--- config.mk ---
export PLATFORM = sky130hd
export DESIGN_NAME = worddemux4
export DESIGN_NICKNAME = d
export VERILOG_FILES = /design/src/rtl/worddemux4.sv
export SDC_FILE = /design/constraint.sdc
export NUM_CORES = 1
export LEC_CHECK = 0
export ABC_AREA = 1
export BUFFER_PORTS_ARGS = -buffer_cell sky130_fd_sc_hd__buf_2
export CAP_MARGIN = 20
export CORE_MARGIN = 8
export CORE_UTILIZATION = 47
export CTS_CLUSTER_DIAMETER = 120
export DETAILED_ROUTE_END_ITERATION = 12
export GPL_TIMING_DRIVEN = 0
export PLACE_DENSITY_LB_ADDON = 0.12
export SKIP_LAST_GASP = 1
export SLEW_MARGIN = 20
export SYNTH_ARGS = -nofsm -noshare
export SYNTH_HDL_FRONTEND = slang
export SYNTH_SLANG_ARGS = --single-unit
--- constraint.sdc ---
create_clock -name i_clk -period 2.19 [get_ports i_clk]
set_input_delay 0.219 -clock i_clk [delete_from_list [all_inputs] [get_ports i_clk]]
set_output_delay 0.219 -clock i_clk [all_outputs]
set_load 0.05 [all_outputs]
--- src/rtl/worddemux4.sv ---
// Four-slot word demultiplexer: one producer stream routed by i_sel into four
// single-word holding registers, each drained by its own consumer handshake.
module worddemux4 (
   input  logic        i_clk,
   input  logic        i_rst,
   input  logic        i_valid,
   output logic        o_ready,
   input  logic [0:1]  i_sel,
   input  logic [0:15] i_data,
   input  logic        i_flush,
   output logic [0:15] o_data0,
   output logic [0:15] o_data1,
   output logic [0:15] o_data2,
   output logic [0:15] o_data3,
   output logic [0:3]  o_valid,
   input  logic [0:3]  i_ready,
   output logic [0:15] o_count
);

   logic [1:0]  sel_s;
   logic [3:0]  cons_ready_s;
   logic        ready_s;
   logic        accept_s;
   logic [3:0]  load_s;
   logic [3:0]  drain_s;
   logic [3:0]  valid_r;
   logic [15:0] data_r [4];
   logic [15:0] count_r;

   // Slot decode, producer handshake and per-slot load/drain qualifiers.
   always_comb begin
      sel_s    = {i_sel[0], i_sel[1]};
      cons_ready_s = 4'b0000;
      load_s   = 4'b0000;
      drain_s  = 4'b0000;
      for (int k = 0; k < 4; k++) begin
         cons_ready_s[k] = i_ready[k];
      end
      ready_s  = (~valid_r[sel_s] | cons_ready_s[sel_s]) & ~i_flush;
      accept_s = i_valid & ready_s;
      for (int k = 0; k < 4; k++) begin
         load_s[k]  = accept_s & (sel_s == 2'(k));
         drain_s[k] = valid_r[k] & cons_ready_s[k];
      end
   end

   // Slot state and accept counter; data registers keep their last word after drain or flush.
   always_ff @(posedge i_clk) begin
      if (i_rst) begin
         valid_r <= 4'b0000;
         count_r <= 16'h0000;
         for (int k = 0; k < 4; k++) begin
            data_r[k] <= 16'h0000;
         end
      end else begin
         for (int k = 0; k < 4; k++) begin
            if (i_flush) begin
               valid_r[k] <= 1'b0;
            end else if (load_s[k]) begin
               valid_r[k] <= 1'b1;
               data_r[k]  <= i_data;
            end else if (drain_s[k]) begin
               valid_r[k] <= 1'b0;
            end else begin
               valid_r[k] <= valid_r[k];
            end
         end
         if (accept_s) begin
            count_r <= count_r + 16'd1;
         end else begin
            count_r <= count_r;
         end
      end
   end

   // Output mapping onto the MSB-first port ranges.
   always_comb begin
      o_ready = ready_s;
      o_data0 = data_r[0];
      o_data1 = data_r[1];
      o_data2 = data_r[2];
      o_data3 = data_r[3];
      o_count = count_r;
      o_valid = 4'b0000;
      for (int k = 0; k < 4; k++) begin
         o_valid[k] = valid_r[k];
      end
   end

endmodule
; ---- Word level (Yosys, flattened, before mapping)
; Memory sizes are Yosys's and may differ from the RTL's.
; Index checks and enable logic that the tools add are counted.
[totals]
register_bits = 20
n_memories = 1
elab_cells = 68
ram_bits = 64
[mem_list]
columns = memory, words, width, read_ports, rd_clocked_by_memory_dff, wr, line
row1 = data_r, 4, 16, 4, 0, 4, 27  ; logic [15:0] data_r [4];
[classes]
add_sub_neg = 1
n_reduce_logical = 6
order_cmp = 1
n_mux = 34
n_bitwise = 17
eq_ne = 3
[op_table]
columns = operator, count
row1 = $mux W16, 4
row2 = $mux W1, 28
row3 = $add A16 B1 Y16 const B, 1
row4 = $and A1 B1 Y1, 10
row5 = $reduce_bool A2 Y1, 4
row6 = $or A1 B1 Y1, 5
row7 = $bmux W1 S2, 2
row8 = $eq A2 B2 Y1 const B, 2
row9 = $lt A2 B3 Y1 const B, 1
row10 = $eq A2 B1 Y1 const B, 1
row11 = $logic_not A2 Y1, 1
row12 = $not A1 Y1, 2
row13 = $reduce_or A2 Y1, 1

; ---- Longest topological paths before layout
[depth]
ltp_word = 12
ltp_mapped = 13

; ---- Worst setup path before layout
; OpenSTA, ideal clock, no wires.
[synth_timing]
path_kind = reg-to-reg
startpoint = reg valid_r[3]
endpoint = mem data_r[0][0] (enable)
path_slack_ps = 126
required_ps = 1828
stages_incl_launch_ff = 10
t_arrival_ps = 1702
n_path_buf = 2
cell_sequence = dfxtp_1 nand2_1 nand2_1 nand2_1 nand2_1 nand2_4 buf_12 nand4_4 buf_6 nand2_1
[synth_lines]
columns = element, line
row1 = from (decl), 26  ; logic [3:0] valid_r;
row2 = "from (signal, indexed assignment)", 65  ; valid_r[k] <= valid_r[k];
row3 = to (decl), 27

==> flow_summary_export.csv <==
group,metric,value,unit
sta,final_period_utilization,88.33,%
min_path,hp-class,"in2reg",
power_and_ir_drop,power.density,756.8,nW/µm²
finish,syn_to_final_growth,23.09,%
critical_path,critical_path.reg2reg.startpoint,"valid_r[0]$_SDFFE_PP0P_",
synthesis,number_of_flops_mapped_to_enable_cells_by_yosys,64,
detailed_routing,postRouteAntennaNets,0,
placed_design,preCtsSetupSlack,-0.1294,ns
clock_tree,clkLatencyLatePin,0.35,ns
floorplanning,vert_die_dim,106.7,µm
global_routing,grt_overflow,0,
sta,final.setup.worst_slack,0.2555,ns
global_routing,grt_pass1_vias,2995,
outcome,status,"complete, no violations",
min_path,timing.hold.worst_path_depth,4,
critical_path,reg2reg_slack,0.26,ns
finish,layout.cell_area.non_filler,4762,µm²
detailed_routing,detail_route.drc_violations,0,
global_routing,grt_first_pass_wirelength,14.99,mm
synthesis,library_cell_occupying_the_most_area_in_the_post_synthesis_netlist,"sky130_fd_sc_hd__edfxtp_1",
clock_tree,tritoncts_clock_tree,"yes",
sta,final_max_slew_viol_count,0,
job,maxCapViolations,0,
sta,finalHoldViolCount,0,
sta,final_period_minus_worst_setup_slack,1.935,ns
synthesis,synth.yosys.seq_area_share,60.03,%
clock_tree,max-clock-path-buffers,2,
finish,layout-drive-gt1-share,37.87,%
placed_design,area_post_placement,4541,µm²
global_routing,grt.total_usage,16.50,%
floorplanning,floorplan.core_area,8093,µm²
synthesis,ys.warnings.count,0,
detailed_routing,drt_iter0_drc,175,
synthesis,synth-xor-area-share,1.585,%
synthesis,fraction_of_the_mapped_netlist_area_in_compound_gates,2.975,%
synthesis,average_cell_area_after_synthesis,10.90,µm²
sta,grt_setup_unrepaired,"false",
critical_path,worstSetupPathType,"reg2reg",
finish,num_antenna_cells,0,
sta,slew_headroom,51.19,%
critical_path,critical_path.startpoint_type,"flop",
critical_path,critPathRequiredTime,2.19,ns
detailed_routing,via_per_inst,5.036,
placed_design,gpl.final_weighted_congestion,0.8484,
min_path,hold_start,"i_ready[3]",
sta,highest_achievable_clock_rate,0.5169,GHz
synthesis,synthesis.area,3869,µm²
synthesis,synthMuxAreaShare,0,%
floorplanning,io-pin-count,111,
critical_path,r2r-end,"data_r[0][4]$_SDFFCE_PN0P_",
critical_path,reg2reg_depth,9,
detailed_routing,vias,2936,
critical_path,crit_path_most_repeated_cell,"sky130_fd_sc_hd__nand2_1",
synthesis,post_synthesis_sequential_element_count,84,
synthesis,ys_top_cells_by_area,"sky130_fd_sc_hd__edfxtp_1 50%, sky130_fd_sc_hd__dfxtp_1 10%, sky130_fd_sc_hd__nor3_2 8.3%",
power_and_ir_drop,p_leak,1.922,nW
synthesis,synthSimpleGateAreaFrac,28.01,%
synthesis,synth_fp_nets,382,
synthesis,synthDistinctLibCells,26,
synthesis,dominant_combinational_cell_family_by_area_after_synthesis,"simple AND/OR/NAND/NOR gates",
finish,fillers,724,
placed_design,placement.io_buffers,108,
global_routing,pin_count_of_the_biggest_net_entering_global_routing,17,
critical_path,critPathTopFamily,"simple AND/OR/NAND/NOR gates",
sta,worst-slew-pin-transition,0.7322,ns
critical_path,timing.critical_path.slowest_cell_delay,0.35,ns
synthesis,area_share_of_the_leading_cell_type_in_the_synthesized_netlist,49.68,%
detailed_routing,post_drt_wl_per_cell,16.09,µm
global_routing,number_of_antenna_violations_at_the_first_check_in_global_routing,0,
critical_path,critical_path.startpoint,"valid_r[0]$_SDFFE_PP0P_",
clock_tree,holdBufCountCts,0,
floorplanning,dieWidth,106.7,µm
synthesis,yosys_most_used_dff,"sky130_fd_sc_hd__edfxtp_1",
placed_design,dpl.hpwl,7.010,mm
clock_tree,cts_made_buffers,9,
critical_path,crit_buf_inv,2,
floorplanning,start_util,47.80,%
detailed_routing,1st_pass_router_iterations,4,
clock_tree,postCtsSetupBuffers,0,
min_path,hold_path_end,"valid_r[3]$_SDFFE_PP0P_",
power_and_ir_drop,vdd_ir_drop_max,0.0003025,V
clock_tree,clock_net_sink_count,84,
clock_tree,cts-resized-gates,2,
synthesis,synthMostInstantiatedCell,"sky130_fd_sc_hd__nand2_1",
clock_tree,cts_root_buffer,"sky130_fd_sc_hd__clkbuf_8",
finish,utilization,58.84,%
critical_path,timing.critical_path.slowest_stage_cell,"sky130_fd_sc_hd__nand2_2",
sta,timing.final.setup_violations,0,
detailed_routing,drt_wl_total,9.382,mm
clock_tree,htree_num_levels,3,
critical_path,critical_path_peak_fanout,16,
critical_path,worstPathArrival,1.93,ns
critical_path,path_cells,"nand2_1, nand2_1, nand2_1, nand2_1, nand2_4, buf_12, nand4_4, buf_6, nand2_2",
finish,final_nets,501,
synthesis,synth_cells,355,
floorplanning,die_area,11390,µm²
synthesis,async_flop_share,0,%
floorplanning,standard_cell_rows,33,
synthesis,synthAdderAreaFrac,0.3234,%
synthesis,commonest_cells_in_the_netlist,"77 x sky130_fd_sc_hd__nand2_1, 64 x sky130_fd_sc_hd__edfxtp_1, 35 x sky130_fd_sc_hd__inv_1",
sta,fin_worst_skew,0.005011,ns
critical_path,worstSetupEndpointType,"flop",
clock_tree,path_clk_slew,0.08,ns
==> kinds of logic (layout without fill, tap and decap cells) <==
kind of cell	Yosys count	count (layout)
XOR/XNOR	7	7
AND/OR/NAND/NOR	184	184
adder cells (fa/ha/maj)	1	1
AO/OA/AOI/OAI	23	23
flip-flops	84	84
buffers and inverters	56	179
==> placed cells by master, fill, tap and decap left out, types with 2 or more instances in the layout <==
| cell | n |
|---|---|
| sky130_fd_sc_hd__a21oi_1 | 20 |
| sky130_fd_sc_hd__buf_2 | 110 |
| sky130_fd_sc_hd__buf_4 | 2 |
| sky130_fd_sc_hd__buf_6 | 5 |
| sky130_fd_sc_hd__bufinv_16 | 2 |
| sky130_fd_sc_hd__clkbuf_1 | 9 |
| sky130_fd_sc_hd__clkbuf_8 | 9 |
| sky130_fd_sc_hd__clkinv_2 | 2 |
| sky130_fd_sc_hd__dfxtp_1 | 20 |
| sky130_fd_sc_hd__edfxtp_1 | 64 |
| sky130_fd_sc_hd__inv_1 | 35 |
| sky130_fd_sc_hd__inv_2 | 2 |
| sky130_fd_sc_hd__nand2_1 | 73 |
| sky130_fd_sc_hd__nand2_2 | 4 |
| sky130_fd_sc_hd__nand2_4 | 2 |
| sky130_fd_sc_hd__nand3_1 | 8 |
| sky130_fd_sc_hd__nand3b_1 | 4 |
| sky130_fd_sc_hd__nand4_1 | 7 |
| sky130_fd_sc_hd__nand4_4 | 4 |
| sky130_fd_sc_hd__nor2_1 | 13 |
| sky130_fd_sc_hd__nor2_4 | 2 |
| sky130_fd_sc_hd__nor3_1 | 33 |
| sky130_fd_sc_hd__nor3_2 | 32 |
| sky130_fd_sc_hd__o21ai_0 | 3 |
| sky130_fd_sc_hd__xnor2_1 | 3 |
| sky130_fd_sc_hd__xor2_1 | 4 |
==> registers in the layout, summed over array words and instances (netlist names) <==
name / count
o_count: 16
valid_r: 4
data_r: 64
==> worst reg2reg max path: cells and delay by family, from the launching register on <==
| kind | cells | cell delay, ns |
|---|---|---|
| AND/OR/NAND/NOR | 7 | 0.87 |
| flip-flops | 1 | 0.34 |
| buffers and inverters | 2 | 0.37 |
==> per-layer routing <==
layer | up-vias | GRT usage, % | share of wire (%)
li1 | 1450 | - | -
met2 | 91 | 28.15 | 51
met1 | 1386 | 19.69 | 41
met4 | 0 | 4.322 | 0.79
met5 | - | 0 | 0
met3 | 9 | 5.159 | 7.5
==> how the worst max path moves through the flow <==
| stage | depth (start not counted) | end | slack [ns] |
|---|---|---|---|
| 2_1_floorplan | 9 | data_r[0][0]$_SDFFCE_PN0P_ | 0.13 |
| 6_report | 9 | data_r[0][4]$_SDFFCE_PN0P_ | 0.26 |
| 3_5_place_dp | 11 | data_r[0][2]$_SDFFCE_PN0P_ | -0.13 |
| 5_1_grt | 9 | data_r[0][7]$_SDFFCE_PN0P_ | 0.08 |
| 3_3_place_gp | 10 | data_r[0][2]$_SDFFCE_PN0P_ | -0.09 |
| 4_1_cts | 9 | data_r[3][6]$_SDFFCE_PN0P_ | 0.02 |
==> cell type report <==
cell class                 count  area [µm²]  share of cell area [%]
buffer                        19       135.1                   2.838
clock buffer                   9       123.9                   2.601
clock inverter                 6       87.58                   1.839
inverter                      37       138.9                   2.916
multi-input combinational    215        1282                   26.93
sequential                    84        2322                   48.77
tap                          105       131.4                   2.759
timing repair buffer         108       540.5                   11.35
==> through the flow <==
step                cells  hold slack, ns  TNS (ns)  total power [mW]
global route          583          0.1271         0             3.727
detailed placement    568          0.4813    -5.317             2.454
global placement      568          0.4705    -2.881             2.448
finish                583          0.1302         0             3.604
floorplan             355          0.3823         0             2.296
CTS                   583          0.1237         0             3.624
==> power by group <==
group          switching [mW]  leakage [nW]  internal, mW
logic                   0.485          1.03         0.107
clock network           0.554         0.109         0.638
registers              0.0260         0.780          1.79
total                    1.07          1.92          2.54
Power figures use the tool's default switching activity.
